File: src/rtl/boton_pkg.sv
// Shared button-chain definitions: FSM state encodings and default timing.
package boton_pkg;

    typedef enum logic [1:0] {
        ST_LOCKOUT = 2'd0,
        ST_IDLE    = 2'd1,
        ST_PRESSED = 2'd2,
        ST_HELD    = 2'd3
    } state_t;

    localparam int unsigned DEF_LONG_TIME   = 50000000;
    localparam int unsigned DEF_REPEAT_TIME = 12500000;

    function automatic int unsigned cnt_width(input int unsigned a,
                                              input int unsigned b);
        int unsigned m;
        m = (a > b) ? a : b;
        return $clog2(m);
    endfunction

endpackage

File: src/rtl/boton_eventos_if.sv
// Debounced button level in, single-cycle event strobes and held level out.
interface boton_eventos_if;
    logic btn_in;
    logic short_press;
    logic long_press;
    logic repeat_press;
    logic held;

    modport master (
        output btn_in,
        input  short_press,
        input  long_press,
        input  repeat_press,
        input  held
    );

    modport slave (
        input  btn_in,
        output short_press,
        output long_press,
        output repeat_press,
        output held
    );
endinterface

File: src/rtl/boton_eventos.sv
// Turns a debounced button level into short/long/repeat event pulses.
module boton_eventos
    import boton_pkg::*;
#(
    parameter int unsigned LONG_TIME   = DEF_LONG_TIME,
    parameter int unsigned REPEAT_TIME = DEF_REPEAT_TIME,
    parameter bit          REPEAT_EN   = 1'b1
) (
    input  logic            clk,
    input  logic            reset,
    boton_eventos_if.slave  bus
);

    localparam int unsigned CW = cnt_width(LONG_TIME, REPEAT_TIME);
    localparam logic [CW-1:0] LONG_LAST = CW'(LONG_TIME - 1);
    localparam logic [CW-1:0] REP_LAST  = CW'(REPEAT_TIME - 1);

    state_t        r_state;
    logic [CW-1:0] r_cnt;
    logic          r_short;
    logic          r_long;
    logic          r_rep;
    logic          r_held;

    always_ff @(posedge clk) begin
        if (!reset) begin
            r_state <= ST_LOCKOUT;
            r_cnt   <= '0;
            r_short <= 1'b0;
            r_long  <= 1'b0;
            r_rep   <= 1'b0;
            r_held  <= 1'b0;
        end else begin
            r_short <= 1'b0;
            r_long  <= 1'b0;
            r_rep   <= 1'b0;
            unique case (r_state)
                // A level still high out of reset must be released first
                ST_LOCKOUT: begin
                    r_cnt <= '0;
                    if (!bus.btn_in) r_state <= ST_IDLE;
                end
                ST_IDLE: begin
                    r_cnt <= '0;
                    if (bus.btn_in) begin
                        r_state <= ST_PRESSED;
                        r_held  <= 1'b1;
                    end
                end
                ST_PRESSED: begin
                    if (!bus.btn_in) begin
                        r_state <= ST_IDLE;
                        r_cnt   <= '0;
                        r_held  <= 1'b0;
                        r_short <= 1'b1;
                    end else if (r_cnt == LONG_LAST) begin
                        r_state <= ST_HELD;
                        r_cnt   <= '0;
                        r_long  <= 1'b1;
                    end else begin
                        r_cnt <= r_cnt + 1'b1;
                    end
                end
                ST_HELD: begin
                    if (!bus.btn_in) begin
                        r_state <= ST_IDLE;
                        r_cnt   <= '0;
                        r_held  <= 1'b0;
                    end else if (r_cnt == REP_LAST) begin
                        r_cnt <= '0;
                        r_rep <= REPEAT_EN;
                    end else begin
                        r_cnt <= r_cnt + 1'b1;
                    end
                end
            endcase
        end
    end

    assign bus.short_press  = r_short;
    assign bus.long_press   = r_long;
    assign bus.repeat_press = r_rep;
    assign bus.held         = r_held;

endmodule

File: src/flat_wrapper.sv
// flat-port wrapper written by rule: the top's interface ports become plain ports
module boton_eventos_flat import boton_pkg::*;
#(
    parameter int unsigned LONG_TIME   = DEF_LONG_TIME,
    parameter int unsigned REPEAT_TIME = DEF_REPEAT_TIME,
    parameter bit          REPEAT_EN   = 1'b1
)
  (clk, reset, bus_btn_in, bus_short_press, bus_long_press, bus_repeat_press, bus_held);
  boton_eventos_if bus_i ();
  input  logic clk;
  input  logic reset;
  input wire logic [$bits(bus_i.btn_in)-1:0] bus_btn_in;
  output wire logic [$bits(bus_i.short_press)-1:0] bus_short_press;
  output wire logic [$bits(bus_i.long_press)-1:0] bus_long_press;
  output wire logic [$bits(bus_i.repeat_press)-1:0] bus_repeat_press;
  output wire logic [$bits(bus_i.held)-1:0] bus_held;
  assign bus_i.btn_in = bus_btn_in;
  assign bus_short_press = bus_i.short_press;
  assign bus_long_press = bus_i.long_press;
  assign bus_repeat_press = bus_i.repeat_press;
  assign bus_held = bus_i.held;
  boton_eventos #(.LONG_TIME(LONG_TIME), .REPEAT_TIME(REPEAT_TIME), .REPEAT_EN(REPEAT_EN)) u_core (.clk(clk), .reset(reset), .bus(bus_i));
endmodule
File: config.mk
export PLATFORM = sky130hd
export DESIGN_NAME = boton_eventos_flat
export DESIGN_NICKNAME = d
export VERILOG_FILES = /design/src/rtl/boton_pkg.sv /design/src/rtl/boton_eventos_if.sv /design/src/rtl/boton_eventos.sv /design/src/flat_wrapper.sv
export SDC_FILE = /design/constraint.sdc
export NUM_CORES = 1
export LEC_CHECK = 0
export ABC_AREA = 1
export BUFFER_PORTS_ARGS = -buffer_cell sky130_fd_sc_hd__buf_2
export CORE_ASPECT_RATIO = 0.5
export CORE_MARGIN = 2
export CORE_UTILIZATION = 55
export CTS_BUF_LIST = sky130_fd_sc_hd__clkbuf_2
export DETAILED_ROUTE_END_ITERATION = 12
export PLACE_DENSITY = 0.81
export SYNTH_ARGS = -nofsm -noshare
export SYNTH_HDL_FRONTEND = slang
export SYNTH_SLANG_ARGS = --single-unit
export TNS_END_PERCENT = 30
File: constraint.sdc
create_clock -name clk -period 2.2 [get_ports clk]
set_clock_uncertainty 0.15 [all_clocks]
set_input_delay 0.66 -clock clk [delete_from_list [all_inputs] [get_ports clk]]
set_output_delay 0.66 -clock clk [all_outputs]
set_load 0.05 [all_outputs]
# After elaboration in Yosys (flattened, before gate mapping)
# Cells that the tools add are included.
totals:
  regBits: 32
  elab_cells: 42
  input_bits: 3
  out_inout_bits: 4
classes:
  mux: 16
  eq_ne: 9
  reduce_logical: 10
  addsub: 1
op_table:
  columns: ["op", "count"]
  rows:
  - ["$mux 26", 4]
  - ["$pmux 26 s3", 1]
  - ["$add 26x1->26 const B", 1]
  - ["$eq 26x24->1 const B", 1]
  - ["$eq 26x26->1 const B", 1]
  - ["$reduce_and 3->1", 4]
  - ["$mux 2", 4]
  - ["$ne 2x2->1 const B", 3]
  - ["$pmux 2 s3", 1]
  - ["$reduce_or 2->1", 3]
  - ["$mux 1", 5]
  - ["$eq 2x2->1 const B", 2]
  - ["$ne 3x2->1 const B", 1]
  - ["$eq 2x1->1 const B", 1]
  - ["$logic_not 2->1", 1]
  - ["$pmux 1 s2", 1]
  - ["$reduce_and 2->1", 1]
  - ["$reduce_bool 2->1", 1]

# Depth between registers and ports, before layout
# Gate-level depths: netlist (run 1).
logic_depth:
  word_depth: 4
  mapped_depth: 11
  mapped_depth_nobuf: 10

# Worst setup path before layout (run 1)
# OpenSTA, ideal clock, no wires.
synth_timing:
  path_kind: "register -> register"
  startpoint: "register u_core.r_cnt[0]"
  endpoint: "register u_core.r_cnt[2]"
  period_less_slack_ns: 1.684
  t_arrival_ns: 1.417
  required_time_ns: 1.933
  slack_ns: 0.516
  setup_time_ns: 0.117
  path_buffers: 1
  path_stages_with_launch: 12
  path_cell_list: "dfxtp_1 ha_1 nand2_2 nor2_4 inv_2 nor2_1 nand3_1 nand2_2 nand2_2 nand2_4 buf_12 nor2_2"
synth_between:
  elab_chain_cells: 4
  word_cells_on_any_way: 8
  cone_classes: "1 x add/sub; 2 x eq/ne; 5 x mux"
synth_lines:
  columns: ["item", "line_no", "text"]
  rows:
  - ["start, declared", "boton_eventos.sv:19", "logic [CW-1:0] r_cnt;"]
  - ["start signal, assigned", "boton_eventos.sv:61", "r_cnt <= r_cnt + 1'b1;"]
  - ["start signal, assigned", "boton_eventos.sv:73", "r_cnt <= r_cnt + 1'b1;"]
  - ["$add 26x1->26 (tied with other cells)", "boton_eventos.sv:61, boton_eventos.sv:73", null]
  - ["$mux 26 (on tied branches)", "boton_eventos.sv:69, boton_eventos.sv:56", null]
  - ["$mux 26 (on tied branches)", "boton_eventos.sv:65, boton_eventos.sv:51", null]
  - ["$pmux 26 s3 *", "boton_eventos.sv:37", "unique case (r_state)"]
# Mark *: on every way between the ends. The rest lies on a longest branch, timed or not.
# A chain may end at the register's enable or synchronous reset.

# Worst setup path in the final report (run 1)
layout_timing:
  startpoint: "register u_core.r_cnt[0]"
  endpoint: "register u_core.r_cnt[23]"
# The elaborated chain is that of the path after synthesis.

==> summary.txt, run 1 <==
Timing
  • Setup_tns: 0 ns
  • Crit share post-route: 85.8%
  • RSZ-0062 raised after global routing: false
  • Max Slew Vio Count: 0
  • Hold Violations, Final: 0
  • Fmax: 0.530 GHz
  • Slew headroom: 73.6%
  • Finish-stage setup viols: 0
  • Tightest Pin Transition: around 0.4 ns
  • Min Tclk post-route: between 1.5 and 2 ns

Floorplan
  • Die Area: 3850 um2
  • Die width: 85.8 um
  • I/O pin total: 7
  • Die H: 44.9 um
  • Row count: 14
  • Core ar.: 3100 um2
  • Initial Utilization: 59.3%

Job
  • Total of max-cap violations: 0

Route
  • Antenna viol nets, final: 0
  • Drc violations: 0
  • DR WL/cell: between 10 and 15 um
  • Drt pass-1 iters: 4
  • Drt first-iter violations: 154
  • Vias: 1726
  • Routed WL: 4.09 mm
  • Vias per cell: 5.28

Hold path
  • Min-Delay Startpoint: u_core.bus.held
  • Worst min-delay path class: reg -> reg

Synthesis
  • Mean Syn Cell Area: ~6.7 um2
  • Synth warn: 0
  • Top FF cell, synth: dfxtp_1
  • Area share of the leading cell type in the synthesized netlist: between 30% and 40%
  • Top-count cell post-synth: nand2_1
  • Syn Nets: 282
  • Synth top cells by count: nand2_1, nor2_1, inv_1, dfxtp_1, nand3_1
  • Asr flop ratio synth: 0%
  • Syn Inst Count: 275
  • Top cell type by total area after synthesis: dfxtp_1
  • Yosys cell types: 23
  • Synthesized cell area: 1840 um2
  • Sequential element share of the synthesized area: a little over a third
  • Number of synthesized flops with an enable pin: 0
  • Synth Register Bits: 32
  • Synth top area cells: dfxtp_1, nand2_1, nor2_1, inv_1, nor2_2

Power
  • Switching Share: 32.6%
  • Net Sw Power: about 0.43 mW
  • Internal: 0.880 mW
  • Total Power: around 1.3 mW
  • Flop pwr share: 48.5%
  • Logic gate share of total power: 21.0%
  • Pwr per Cell Area: 670 nW/um2
  • Clock Power Share: roughly 31%
  • LEAKAGE: 0.671 nW
  • Worst vdd ir: 599 uV

Clock tree
  • Cts hold-fix bufs: 0
  • CTS max path bufs: 2
  • Resized Gates After CTS: 0
  • CTS buffer count: 5
  • CTS tree: built
  • Clock tree sinks: 32
  • CTS clk-pin slew, worst paths: 0.16 ns
  • Root buffer cell: clkbuf_2
  • Setup Fix Bufs, Post-CTS: 0
  • Worst-skew pair later-pin latency: 0.41 ns
  • H-tree Lvls: 2

Worst setup path
  • Most used cell, CP: nand2_1
  • CP max stage delay: 0.44 ns
  • Crit path cell chain: nand3_1, nor2_1, nand2_1, nor2_1, nand2_1, nand2_1, nand2_1, nor2_2
  • Reg2reg start: u_core.r_cnt[0]
  • Crit-path max FO: 5
  • Crit path kind: reg -> reg
  • CP arrival: 2.08 ns
  • Crit. Startpoint: u_core.r_cnt[0]
  • CP required: 2.39 ns
  • Critical Path Source Type: flip-flop
  • Slowest stage cell, crit path: dfxtp_1
  • CP endpoint kind: flip-flop

Layout
  • Fillers: 277
  • Layout cells sized above 1: 12.9%
  • # diodes: 0
  • Nets@finish: 293
  • Synth-to-layout area growth: 6.06%

Global routing
  • Largest net degree at the start of global routing: 26
  • Initial antenna violation count: 0
  • Gr usage total: 23.1%
  • First-pass GRT wire length: 6.59 mm
  • GRT overflow: 0
  • Number of global-route vias before repair: between 1500 and 2000

Status
  • Run status: finished, final reports clean

Placement
  • Detail Placement HPWL: 3.03 mm
  • Port Buffers: 6
  • GP Congestion: 0.905
## logic make-up after synthesis
| logic type | Yosys count | synth area share, % |
|---|---|---|
| buffers and inverters | 41 | 10.1 |
| AND/OR/NAND/NOR | 171 | 42.0 |
| AO/OA/AOI/OAI | 14 | 4.08 |
| flip-flops | 32 | 34.9 |
| XOR/XNOR | 13 | 6.19 |
| adder cells (fa/ha/maj) | 4 | 2.72 |
## placed cells by master (no fill, tap or decap)
cell type  synthesis  routed
xnor2_1            5       5
nand2_2            6       6
nand3_1           17      17
nand3b_1           1       1
clkbuf_2           0       5
nor2_1            46      46
buf_2              0       6
nor2_2            15      15
o21ai_0            6       6
dfxtp_1           32      32
nor2_4             2       2
a21oi_1            6       6
nand2_1           67      67
nand4_1            6       6
o211ai_1           1       1
nor4_1             1       1
xor2_1             8       8
clkinv_1           0       2
nand2_8            0       1
bufinv_16          0       1
and3_1             1       1
nor3_1             8       8
ha_1               4       4
o21bai_1           1       1
inv_1             38      38
inv_2              1       1
## stage by stage
step	setup WS, ns	util [%]	hold WS (ns)	std cells	area (um2)
floorplan	0.516	-	0.296	275	1840
global placement	0.351	60.6	0.282	319	1880
detailed placement	0.251	60.6	0.285	319	1880
CTS	0.204	62.6	0.307	327	1940
global route	0.0734	62.9	0.339	327	1950
finish	0.313	62.9	0.304	327	1950
## power groups by stage
stage	Sequential, mW	Combinational (mW)	Clock, mW
6_report	0.633	0.275	0.398
5_1_grt	0.635	0.310	0.421
4_1_cts	0.632	0.266	0.402
3_5_place_dp	0.644	0.264	0
3_3_place_gp	0.643	0.251	0
2_1_floorplan	0.674	0.192	0
## flip-flops by register name, summed over array words and instances (netlist names)
| signal | count |
|---|---|
| u_core.r_cnt | 26 |
| u_core.bus.held | 1 |
| u_core.bus.long_press | 1 |
| u_core.r_state | 2 |
| u_core.bus.short_press | 1 |
| u_core.bus.repeat_press | 1 |
## worst max-delay path: cells and delay by family (launching register included)
family | cells | cell delay (ns)
simple gates | 8 | 1.25
flops | 1 | 0.44
## cell type report
cell class / instances / area, um2 / area share, %
clock inverter: 3 / 37.5 / 1.93
sequential: 32 / 641 / 32.9
tap: 40 / 50.0 / 2.57
inverter: 39 / 146 / 7.51
clock buffer: 5 / 25.0 / 1.28
multi-input combinational: 202 / 1020 / 52.3
timing repair buffer: 6 / 30.0 / 1.54
## per-layer routing
| layer | part of all wire (%) | wire [um] | global-route usage [%] | up-vias |
|---|---|---|---|---|
| met5 | 0 | 0 | 0 | - |
| met4 | 2.8 | 116 | 11.7 | 0 |
| met3 | 8.0 | 329 | 7.68 | 18 |
| met2 | 44 | 1780 | 36.4 | 65 |
| met1 | 46 | 1860 | 28.9 | 768 |
| li1 | - | - | - | 875 |
## worst paths after layout
kind	end	cells past startpoint	slack, ns
setup reg to reg	u_core.r_cnt[23]	8	0.31
hold reg to reg	u_core.bus.held	2	0.30
hold / removal	u_core.bus.held	2	0.30
setup / recovery	u_core.r_cnt[23]	8	0.31
(Power assumes the default switching activity.)
==> run 2: changes to the inputs <==
RECOVER_POWER = 50   (was unset)
==> summary.txt, run 2 (synthesis results as in run 1) <==
Status
  • Run status: finished, final reports clean (unchanged)

Power
  • LEAKAGE: 0.655 nW (was 0.671 nW)
  • Pwr per Cell Area: 672 nW/um2 (was 670 nW/um2)
  • Worst vdd ir: 578 uV (was 599 uV)

Worst setup path
  • CP arrival: 1.23 ns (was 2.08 ns)
  • Critical Path Source Type: flip-flop (unchanged)
  • CP endpoint kind: primary output (was flip-flop)
  • Slowest stage cell, crit path: clkbuf_1 (was dfxtp_1)
  • Cell family with most CP delay: buffers and inverters (was simple AND/OR/NAND/NOR gates)
  • Crit path kind: reg -> out (was reg -> reg)
  • Crit path cell chain: clkbuf_1 (was nand3_1, nor2_1, nand2_1, nor2_1, nand2_1, nand2_1, nand2_1, nor2_2)
  • Crit-path max FO: 1 (was 5)
  • CP max stage delay: 0.47 ns (was 0.44 ns)
  • Buf/Inv on CP: 1 (was 0)
  • CP required: 1.39 ns (was 2.39 ns)

Layout
  • Most common cell after layout, fill and taps aside: nand2_1 (unchanged)
  • Synth-to-layout area growth: 5.24% (was 6.06%)
  • Fillers: 279 (was 277)
  • Top reg by flops: u_core.r_cnt (unchanged)
  • Largest register FFs: 26 (unchanged)
  • Area occupied by registers: 641 um2 (unchanged)
  • # diodes: 0 (unchanged)
  • Area occupied by multi-input gates: 1010 um2 (was 1020 um2)
  • Commonest cells after routing, fill and taps aside: nand2_1, nor2_1, inv_1 (unchanged)
  • Nets@finish: 293 (unchanged)
  • Layout cells sized above 1: 9.76% (was 12.9%)
  • Fin cells: 327 (unchanged)
  • Post-route cell area: 1930 um2 (was 1950 um2)
  • Largest regs: u_core.r_cnt (26), u_core.r_state (2) (unchanged)

Timing
  • Crit share post-route: 92.9% (was 85.8%)
  • Max Slew Vio Count: 0 (unchanged)
  • Setup_tns: 0 ns (unchanged)
  • Tightest Pin Transition: 0.593 ns (was 0.394 ns)
  • Fmax: 0.489 GHz (was 0.530 GHz)
  • Hold Violations, Final: 0 (unchanged)
  • Min Tclk post-route: 2.04 ns (was 1.89 ns)
  • Finish-stage setup viols: 0 (unchanged)
  • RSZ-0062 raised after global routing: false (unchanged)
  • Slew headroom: 60.6% (was 73.6%)

Clock tree
  • Worst-skew pair later-pin latency: 0.40 ns (was 0.41 ns)
  • CTS max path bufs: 2 (unchanged)
  • Root buffer cell: clkbuf_2 (unchanged)
  • Clock tree sinks: 32 (unchanged)
  • CTS buffer count: 5 (unchanged)
  • CTS tree: built (unchanged)
  • CTS clk-pin slew, worst paths: 0.18 ns (was 0.16 ns)
  • Setup Fix Bufs, Post-CTS: 0 (unchanged)
  • H-tree Lvls: 2 (unchanged)

Placement
  • Detail Placement HPWL: 3.03 mm (unchanged)
  • Port Buffers: 6 (unchanged)
  • Area of placed instances: 1880 um2 (unchanged)
  • Placed cell count: 319 (unchanged)
  • GP Congestion: 0.905 (unchanged)

Route
  • Routed WL: 4.08 mm (was 4.09 mm)
  • Drt pass-1 iters: 4 (unchanged)
  • Vias: 1700 (was 1726)
  • Drt first-iter violations: 142 (was 154)
  • DR WL/cell: 12.5 um (about the same)
  • Vias per cell: 5.20 (was 5.28)
  • Drc violations: 0 (unchanged)
  • Antenna viol nets, final: 0 (unchanged)

Global routing
  • Gr usage total: 23.1% (unchanged)
  • Initial antenna violation count: 0 (unchanged)
  • Largest net degree at the start of global routing: 26 (unchanged)
  • GRT overflow: 0 (unchanged)
  • Number of global-route vias before repair: 1506 (unchanged)
  • First-pass GRT wire length: 6.59 mm (unchanged)

Floorplan
  • Die width: 85.8 um (unchanged)
  • Die H: 44.9 um (unchanged)
  • Row count: 14 (unchanged)
  • Core ar.: 3100 um2 (unchanged)
  • Die Area: 3850 um2 (unchanged)
  • I/O pin total: 7 (unchanged)
  • Initial Utilization: 59.3% (unchanged)

Job
  • Total of max-cap violations: 0 (unchanged)

Hold path
  • Worst min-delay path class: reg -> reg (unchanged)
[run 2: cell count changes in the layout (fill, tap and decap cells not counted), sizes merged]
| cell | previous run | this run |
|---|---|---|
| clkbuf | 5 | 9 |
| buf | 6 | 2 |
[run 2: layout make-up]
type,instances,share of cell area [%]
clock inverter,3,1.94
sequential,32,33.1
clock buffer,5,1.29
timing repair buffer,6,1.29
multi-input combinational,202,52.2
tap,40,2.59
inverter,39,7.57
[run 2: where the power goes]
part	total (mW)	leakage, nW	internal (mW)	switching [mW]
clock	0.398	0.0380	0.185	0.213
combinational	0.269	0.358	0.0820	0.187
sequential	0.633	0.259	0.610	0.0228
[run 2: final timing paths]
kind                                              from         endpoint  slack, ns  cells past startpoint
worst min-delay path                   u_core.bus.held  u_core.bus.held       0.30                      2
worst min register to register         u_core.bus.held  u_core.bus.held       0.30                      2
worst max register to register         u_core.r_cnt[0]  u_core.r_cnt[0]       0.32                     10
worst max-delay path            u_core.bus.short_press  bus_short_press       0.16                      1
[run 2: metrics by stage]
step	util [%]	setup slack (ns)	hold WS, ns	total power, mW
global placement	60.6	0.351	0.282	0.894
global route	62.4	0.0641	0.339	1.36
floorplan	-	0.516	0.296	0.865
finish	62.4	0.156	0.304	1.30
CTS	62.6	0.204	0.307	1.30
detailed placement	60.6	0.251	0.285	0.908
[run 2: per-layer routing]
layer	wire length, um	track usage, %	share of wire, %	vias up
li1	-	-	-	875
met1	1810	28.9	44	750
met2	1790	36.4	44	62
met3	378	7.68	9.3	13
met4	95	11.7	2.3	0
met5	0	0	0	-
[run 2: repair_timing]
action                     4_1_cts  5_1_grt
resized for setup                0        1
hold buffers                     0        0
setup endpoints to repair        0        5
hold endpoints to repair         0        0
